`src/rtl/sc_speedcounter_pkg.sv`:
```
// Shared definitions for the speed counter slice.
//   scState_t        : controller states (IDLE, RUN, HOLD)
//   THRESHOLD_LEVELx : comparator thresholds for each level, 23-bit count
//   periodCycles()   : cycles per tick period for a given threshold
//                      (count runs 0..threshold, then clears)
package sc_speedcounter_pkg;

  typedef enum logic [1:0] {
    IDLE = 2'd0,
    RUN  = 2'd1,
    HOLD = 2'd2
  } scState_t;

  // Level 00 terminates exactly at the all-ones count, so it never wraps.
  localparam int unsigned THRESHOLD_LEVEL0 = 32'd8388607;
  localparam int unsigned THRESHOLD_LEVEL1 = 32'd4194304;
  localparam int unsigned THRESHOLD_LEVEL2 = 32'd4063232;
  localparam int unsigned THRESHOLD_LEVEL3 = 32'd2097152;

  // Period is threshold+1 because the threshold count itself is a cycle.
  function automatic int unsigned periodCycles(input int unsigned threshold);
    return threshold + 32'd1;
  endfunction

endpackage

```
`src/rtl/sc_speedcounter_levelreg.sv`:
```
// Applied-level register for the speed counter.
// The requested level is treated as pending: it is only copied into the
// applied level while the controller is idle (or being disabled), or on a
// terminal-flag clear. Mid-period requests therefore cannot lower the
// comparator threshold below the running count.
// Ports:
//   clk       : system clock, rising edge
//   rst_n     : asynchronous active-low reset (level -> 0)
//   loadIdle  : load request every cycle while idle / disabled
//   loadClear : load request on a terminal-flag clear
//   levelReq  : requested level from the game controller
//   level     : applied level driven to the comparator
module sc_speedcounter_levelreg #(
  parameter int NIVELWIDTH = 2
) (
  input  logic                  clk,
  input  logic                  rst_n,
  input  logic                  loadIdle,
  input  logic                  loadClear,
  input  logic [NIVELWIDTH-1:0] levelReq,
  output logic [NIVELWIDTH-1:0] level
);

  // Frozen whenever neither load condition holds (RUN mid-period, HOLD).
  always_ff @(posedge clk or negedge rst_n) begin
    if (!rst_n) begin
      level <= '0;
    end else if (loadIdle || loadClear) begin
      level <= levelReq;
    end
  end

endmodule

```
`src/rtl/sc_speedcounter.sv`:
```
// Free-running speed counter feeding the speed comparator.
// The count and applied level go to the comparator; its active-low
// terminal flag comes back on T0 and clears the count, pulses TICK and
// applies any pending level request.
// Optional feature macro: SC_SPEEDCOUNTER_TICKCOUNT_EN adds an 8-bit
// wrapping tick counter output, cleared when the controller drops to IDLE.
// Ports:
//   SC_SPEEDCOUNTER_CLOCK_50         : system clock, rising edge
//   SC_SPEEDCOUNTER_RESET_InLow      : asynchronous active-low reset
//   SC_SPEEDCOUNTER_ENABLE_InHigh    : run request, low forces IDLE
//   SC_SPEEDCOUNTER_PAUSE_InHigh     : freeze request while running
//   SC_SPEEDCOUNTER_NIVELREQ_InBus   : requested level
//   SC_SPEEDCOUNTER_T0_InLow         : comparator terminal flag
//   SC_SPEEDCOUNTER_data_OutBUS      : current count
//   SC_SPEEDCOUNTER_NIVEL_OutBus     : applied level
//   SC_SPEEDCOUNTER_TICK_OutHigh     : one-cycle pulse per completed period
//   SC_SPEEDCOUNTER_TICKCOUNT_OutBus : tick counter (feature macro only)
//   SC_SPEEDCOUNTER_OVERFLOW_OutHigh : sticky count-wrap flag
module sc_speedcounter
  import sc_speedcounter_pkg::*;
#(
  parameter int SPEEDCOUNTER_DATAWIDTH  = 23,
  parameter int SPEEDCOUNTER_NIVELWIDTH = 2
) (
  input  logic                               SC_SPEEDCOUNTER_CLOCK_50,
  input  logic                               SC_SPEEDCOUNTER_RESET_InLow,
  input  logic                               SC_SPEEDCOUNTER_ENABLE_InHigh,
  input  logic                               SC_SPEEDCOUNTER_PAUSE_InHigh,
  input  logic [SPEEDCOUNTER_NIVELWIDTH-1:0] SC_SPEEDCOUNTER_NIVELREQ_InBus,
  input  logic                               SC_SPEEDCOUNTER_T0_InLow,
  output logic [SPEEDCOUNTER_DATAWIDTH-1:0]  SC_SPEEDCOUNTER_data_OutBUS,
  output logic [SPEEDCOUNTER_NIVELWIDTH-1:0] SC_SPEEDCOUNTER_NIVEL_OutBus,
  output logic                               SC_SPEEDCOUNTER_TICK_OutHigh,
`ifdef SC_SPEEDCOUNTER_TICKCOUNT_EN
  output logic [7:0]                         SC_SPEEDCOUNTER_TICKCOUNT_OutBus,
`endif
  output logic                               SC_SPEEDCOUNTER_OVERFLOW_OutHigh
);

  localparam logic [SPEEDCOUNTER_DATAWIDTH-1:0] COUNT_MAX = {SPEEDCOUNTER_DATAWIDTH{1'b1}};
  localparam logic [SPEEDCOUNTER_DATAWIDTH-1:0] COUNT_ONE = {{(SPEEDCOUNTER_DATAWIDTH-1){1'b0}}, 1'b1};

  logic                              clk;
  logic                              rst_n;
  logic                              enable;
  logic                              pause;
  logic                              t0Low;
  scState_t                          state;
  scState_t                          stateNext;
  logic [SPEEDCOUNTER_DATAWIDTH-1:0] count;
  logic                              counting;
  logic                              clearEvent;
  logic                              wrapEvent;
  logic                              idleLoad;

  assign clk    = SC_SPEEDCOUNTER_CLOCK_50;
  assign rst_n  = SC_SPEEDCOUNTER_RESET_InLow;
  assign enable = SC_SPEEDCOUNTER_ENABLE_InHigh;
  assign pause  = SC_SPEEDCOUNTER_PAUSE_InHigh;
  assign t0Low  = SC_SPEEDCOUNTER_T0_InLow;

  // A HOLD edge with PAUSE released counts exactly like a RUN edge, so a
  // pause of N cycles shifts the tick schedule by exactly N cycles and a
  // count frozen at the threshold ticks on the resume edge.
  assign counting   = enable && !pause && (state == RUN || state == HOLD);
  assign clearEvent = counting && !t0Low;
  assign wrapEvent  = counting && t0Low && (count == COUNT_MAX);
  assign idleLoad   = !enable || (state == IDLE);

  // Next state; ENABLE outranks PAUSE, which outranks the terminal flag.
  always_comb begin
    stateNext = state;
    if (!enable) begin
      stateNext = IDLE;
    end else begin
      case (state)
        IDLE:    stateNext = RUN;
        RUN:     if (pause) stateNext = HOLD;
        HOLD:    if (!pause) stateNext = RUN;
        default: stateNext = IDLE;
      endcase
    end
  end

  // Count, tick and overflow. The entry edge from IDLE leaves the count at
  // 0, so a period spans counts 0..threshold = periodCycles(threshold).
  always_ff @(posedge clk or negedge rst_n) begin
    if (!rst_n) begin
      state                            <= IDLE;
      count                            <= '0;
      SC_SPEEDCOUNTER_TICK_OutHigh     <= 1'b0;
      SC_SPEEDCOUNTER_OVERFLOW_OutHigh <= 1'b0;
    end else begin
      state                        <= stateNext;
      SC_SPEEDCOUNTER_TICK_OutHigh <= clearEvent;
      if (idleLoad || clearEvent) begin
        count <= '0;
      end else if (counting) begin
        count <= count + COUNT_ONE;
      end
      if (wrapEvent) begin
        SC_SPEEDCOUNTER_OVERFLOW_OutHigh <= 1'b1;
      end
    end
  end

  assign SC_SPEEDCOUNTER_data_OutBUS = count;

  sc_speedcounter_levelreg #(
    .NIVELWIDTH(SPEEDCOUNTER_NIVELWIDTH)
  ) levelReg (
    .clk      (clk),
    .rst_n    (rst_n),
    .loadIdle (idleLoad),
    .loadClear(clearEvent),
    .levelReq (SC_SPEEDCOUNTER_NIVELREQ_InBus),
    .level    (SC_SPEEDCOUNTER_NIVEL_OutBus)
  );

`ifdef SC_SPEEDCOUNTER_TICKCOUNT_EN
  logic [7:0] tickCount;

  // Counts terminal clears (the edges that raise TICK); wraps naturally.
  always_ff @(posedge clk or negedge rst_n) begin
    if (!rst_n) begin
      tickCount <= 8'd0;
    end else if (!enable) begin
      tickCount <= 8'd0;
    end else if (clearEvent) begin
      tickCount <= tickCount + 8'd1;
    end
  end

  assign SC_SPEEDCOUNTER_TICKCOUNT_OutBus = tickCount;
`endif

endmodule
```
`config.mk`:
```
export PLATFORM = sky130hd
export DESIGN_NAME = sc_speedcounter
export DESIGN_NICKNAME = d
export VERILOG_FILES = /design/src/rtl/sc_speedcounter_pkg.sv /design/src/rtl/sc_speedcounter_levelreg.sv /design/src/rtl/sc_speedcounter.sv
export SDC_FILE = /design/constraint.sdc
export NUM_CORES = 1
export LEC_CHECK = 0
export CAP_MARGIN = 10
export CORE_ASPECT_RATIO = 1.75
export CORE_MARGIN = 2
export CORE_UTILIZATION = 56
export CTS_BUF_LIST = sky130_fd_sc_hd__clkbuf_2
export DETAILED_ROUTE_END_ITERATION = 8
export HOLD_SLACK_MARGIN = 0.06
export PLACE_DENSITY_LB_ADDON = 0.2
export SLEW_MARGIN = 20
export SYNTH_ARGS = -nofsm -noshare
export SYNTH_HDL_FRONTEND = slang
export SYNTH_SLANG_ARGS = --single-unit
```
`constraint.sdc`:
```
create_clock -name SC_SPEEDCOUNTER_CLOCK_50 -period 4.7 [get_ports SC_SPEEDCOUNTER_CLOCK_50]
set_input_delay 0.705 -clock SC_SPEEDCOUNTER_CLOCK_50 [delete_from_list [all_inputs] [get_ports SC_SPEEDCOUNTER_CLOCK_50]]
set_output_delay 0.705 -clock SC_SPEEDCOUNTER_CLOCK_50 [all_outputs]
set_load 0.005 [all_outputs]
```
## Yosys cells after proc, flatten, opt, wreduce, memory -nomap -nowiden

Cells that the tools add are included.

| cells by class | value |
|---|---|
| add/sub/neg operators | 1 |
| equal/unequal tests | 5 |
| multiplexer cells | 6 |
| reductions and logical operators | 14 |

Operators by type and width:

| kind | count |
|---|---|
| 23-bit two-way mux | 2 |
| 23-bit by 1-bit adder with 23-bit output, second input constant | 1 |
| 23-bit equality test, second input constant | 1 |
| 2-bit two-way mux | 3 |
| 3-bit != test, second input constant | 2 |
| 2-bit case mux with 3 select lines | 1 |
| 1-bit logical AND | 5 |
| 1-bit zero test | 3 |
| 1-bit logical OR | 3 |
| 2-bit by 1-bit equality test with 1-bit output, second input constant | 1 |
| 2-bit equality test, second input constant | 1 |
| 2-bit zero test | 1 |
| 2-bit AND reduction | 1 |
| 2-bit nonzero test | 1 |

| word-level totals | value |
|---|---|
| bits in registers | 29 |
| input port bits | 7 |
| output and inout port bits | 27 |
| logic and storage cells | 31 |

## Depth between registers and ports, before layout

| logic depth | value |
|---|---|
| word-level depth | 6 |
| mapped depth | 8 |

## Hierarchy

Synthesis repeated with hierarchy kept, for this count alone.

| unflattened totals | value |
|---|---|
| cells, all modules | 162 |
| area total of the unflattened synthesis | 1589.0 um^2 |

By module, submodules not included:

| module | instances | cells each | area an instance (um^2) | sequential area each (um^2) |
|---|---|---|---|---|
| sc_speedcounter | 1 | 157 | 1510.2 | 675.6 |
| sc_speedcounter_levelreg | 1 | 5 | 78.8 | 50.0 |

## Least setup slack after synthesis

OpenSTA, ideal clock, no wires.

| timing path | value |
|---|---|
| path kind | input-to-reg |
| from | in SC_SPEEDCOUNTER_ENABLE_InHigh |
| to | reg count[17] (netlist: SC_SPEEDCOUNTER_data_OutBUS[17]) |
| setup time | 0.066 ns |
| arrival | 1.922 ns |
| slack | 2.712 ns |
| stages | 6 |
| buffers on the path | 2 |
| cells stage by stage | nor2b_4 buf_6 a211o_1 buf_6 or4_1 nand2_1 |

| on the way | value |
|---|---|
| word-level cells in the longest chain between the ends | 5 |
| elaborated cells between the ends (all ways) | 8 |

RTL lines:

| element | RTL line | RTL |
|---|---|---|
| start, declared | sc_speedcounter.sv:27 | `input logic SC_SPEEDCOUNTER_ENABLE_InHigh,` |
| 1-bit logical AND (2 in a row) | sc_speedcounter.sv:65 | `assign counting = enable && !pause && (state == RUN \|\| state == HOLD);` |
| 1-bit logical AND | sc_speedcounter.sv:66 | `assign clearEvent = counting && !t0Low;` |
| 1-bit logical OR | sc_speedcounter.sv:96 | `if (idleLoad \|\| clearEvent) begin` |
| 23-bit two-way mux or 2-bit nonzero test (tied branches) | n/a |  |
| end signal, assigned | sc_speedcounter.sv:99 | `count <= count + COUNT_ONE;` |
| end, declared | sc_speedcounter.sv:50 | `logic [SPEEDCOUNTER_DATAWIDTH-1:0] count;` |

Several ways; a longest one is shown, not always the timed one.
A chain may end at the register's enable or synchronous reset.

## Final worst setup path

Ends and elaborated chain as after synthesis.

==> impl_metrics.ini <==
[global_route]
antenna_found_initial = 0
grt_pass1_wl_mm = 5.96
grt_remaining_overflow = 0
grt_pass1_vias = 1365
grt_max_degree = 30
grtUsageTotal = 0.249

[clocking]
cts_htree_levels = 2
cts_root_buffer = clkbuf_2
post_cts_buffers = 0
clkSinkCount = 29
cts_buffers = 5
post_cts_resized = 0
clockBufferDepth = 2
cts_tree = done
clk-insertion-delay-late_ns = 0.37
cts.clk_slew.worst_paths_ns = 0.15
ctsHoldBuffers = 0

[setup_path]
worstSetupStartpointType = input pin
cp.arrival_ns = 2.72
cp_slowest_cell = or4_1
worst-path-buf-inv = 1
setup.worst_path.end_class = flip-flop
cp_max_fo = 23
crit_path_max_incr_delay_ns = 0.60
worst-setup-path-type = input pin to flip-flop
worstPathRequired_ns = 5.02
crit_chain = clkdlybuf4s50_1 > nor2b_4 > or2b_1 > or4_1 > nand2_1
cp_top_family = simple AND/OR/NAND/NOR gates

[detailed_routing]
totalWireLength_mm = 3.60
final_antenna_net_count = 0
drc = 0
via_count = 1399
wl_per_cell_um = 15.7
drt_iter0_drc = 37
vias_per_cell = 6.11
first_pass_iters = 4

[pwr]
power.leakage_nw = 0.760
peakVddDrop_uv = 238
p_total_mw = 0.468
p_per_area_mw_per_mm2 = 242

[yosys]
syn_avg_cell_area_um2 = 9.46
synth_seq_area_share = 0.459
yosysWarnings = 0
synth_largest_area_cell = dfrtp_1
synth_edf_count = 0
synthFlopType = dfrtp_1
synthArstFlopShare = 1.00
synth_cell_type_count = 33
synth_top_area_share = 0.459
ys_top_cells_by_area = dfrtp_1, a21oi_1, nand2_1
ys_ff_latch = 29
syn_area_mm2 = 0.00158
synthCells = 167
syn_nets = 179

[place]
dpl.hpwl_mm = 2.70
place_congestion = 0.874
io_buffers = 33
postPlaceCellArea_mm2 = 0.00190
place_inst = 221

[sta]
hold_viol_final = 0
worst_clock_skew_ns = 0.0178
fin_tns_setup_ns = 0
finalCritPeriodShare = 0.511
slew-limit-headroom = 0.481
slew_viol_final = 0
rsz0062_at_grt = no
max_slew.worst_pin.slew_ns = 0.778
final-setup-viol-count = 0
period_needed_ns = 2.40
fmax_mhz = 417

[floorplan]
start_util = 0.587
die_w_um = 44.2
dieArea_mm2 = 0.00328
core_area_mm2 = 0.00269
io-pin-count = 34
die_h_um = 74.3
rows = 25

[hold_path]
hp-class = flip-flop to flip-flop

[cells_and_area]
final_cells = 229
final_nets = 213
utilization = 0.720
drive_above_1_share = 0.0545
antenna_cells = 0
area_delta_synth_final_pct = 22.5
fin_area_mm2 = 0.00194

[run_status]
status = finished clean

[run]
drv_cap = 0
-- per-layer routing --
layer / track usage / up-vias / wire length [um]
met2: 0.443 / 34 / 2000
met5: 0 / - / 0
met4: 0.138 / 0 / 96
li1: - / 679 / -
met3: 0.0558 / 9 / 118
met1: 0.263 / 677 / 1390
-- kinds of logic after synthesis --
family	share of synthesized area
multiplexers	0.00713
AO/OA/AOI/OAI	0.155
XOR/XNOR	0.0388
flip-flops	0.459
adder cells (fa/ha/maj)	0.0396
AND/OR/NAND/NOR	0.257
buffers and inverters	0.0428
-- cell type report --
type	instances	area (um2)
tap	27	33.8
clock buffer	6	30.0
clock inverter	2	10.0
multi-input combinational	128	787
timing repair buffer	34	338
sequential	29	726
fill	207	754
inverter	3	11.3
-- where the power goes --
group	total (mW)	switching (mW)	internal, mW
logic	0.0769	0.0454	0.0315
registers	0.265	0.00783	0.257
clock network	0.126	0.0884	0.0373
-- sequential cells by signal, indices dropped and copies added, names as in the netlist --
name	count
state	2
levelReg.level	2
SC_SPEEDCOUNTER_TICK_OutHigh	1
SC_SPEEDCOUNTER_data_OutBUS	23
SC_SPEEDCOUNTER_OVERFLOW_OutHigh	1
-- cell usage after synthesis, types with 3 or more instances --
master / instances
a211oi_1: 3
a21oi_1: 16
buf_6: 4
clkbuf_1: 3
dfrtp_1: 29
ha_1: 5
inv_1: 3
nand2_1: 21
nand3_1: 10
nand4_1: 5
nor2_1: 11
o21ai_0: 3
o21ai_1: 4
o31ai_1: 9
or3_1: 4
or4_1: 10
xnor2_1: 5
-- stage by stage --
step	setup WS (ns)	hold slack (ns)
6_report	2.30	0.478
5_1_grt	2.19	0.506
4_1_cts	2.34	0.486
3_5_place_dp	1.93	0.448
3_3_place_gp	1.97	0.451
2_1_floorplan	2.71	0.409
-- worst register-to-register path, stage by stage, from the launching register on --
cell      delay (ns)
dfrtp_1         0.45
inv_1           0.09
ha_1            0.34
and4bb_1        0.25
or2b_1          0.52
or4_1           0.60
nand2_1         0.07
-- cells in the final DEF (no fill, tap or decap), types with 5 or more instances in the layout --
| cell type | Yosys | layout |
|---|---|---|
| or4_1 | 10 | 10 |
| nand3_1 | 10 | 10 |
| clkbuf_2 | 0 | 6 |
| ha_1 | 5 | 5 |
| dfrtp_1 | 29 | 29 |
| nor2_1 | 11 | 11 |
| o31ai_1 | 9 | 9 |
| xnor2_1 | 5 | 5 |
| nand2_1 | 21 | 21 |
| clkdlybuf4s50_1 | 0 | 33 |
| nand4_1 | 5 | 5 |
| a21oi_1 | 16 | 16 |
-- worst paths after layout --
kind | start | slack [ns] | to | depth (start not counted)
max | SC_SPEEDCOUNTER_ENABLE_InHigh | 2.30 | SC_SPEEDCOUNTER_data_OutBUS[17]$_DFFE_PN0P_ | 5
min | SC_SPEEDCOUNTER_OVERFLOW_OutHigh$_DFFE_PN0P_ | 0.48 | SC_SPEEDCOUNTER_OVERFLOW_OutHigh$_DFFE_PN0P_ | 1
max in group asynchronous | SC_SPEEDCOUNTER_RESET_InLow | 3.72 | state[0]$_DFFE_PN0P_ | 2
max reg2reg | state[0]$_DFFE_PN0P_ | 2.35 | SC_SPEEDCOUNTER_data_OutBUS[17]$_DFFE_PN0P_ | 6
min reg2reg | SC_SPEEDCOUNTER_OVERFLOW_OutHigh$_DFFE_PN0P_ | 0.48 | SC_SPEEDCOUNTER_OVERFLOW_OutHigh$_DFFE_PN0P_ | 1
min in group asynchronous | SC_SPEEDCOUNTER_RESET_InLow | 0.69 | SC_SPEEDCOUNTER_data_OutBUS[22]$_DFFE_PN0P_ | 2
Power figures use the tool's default switching activity.
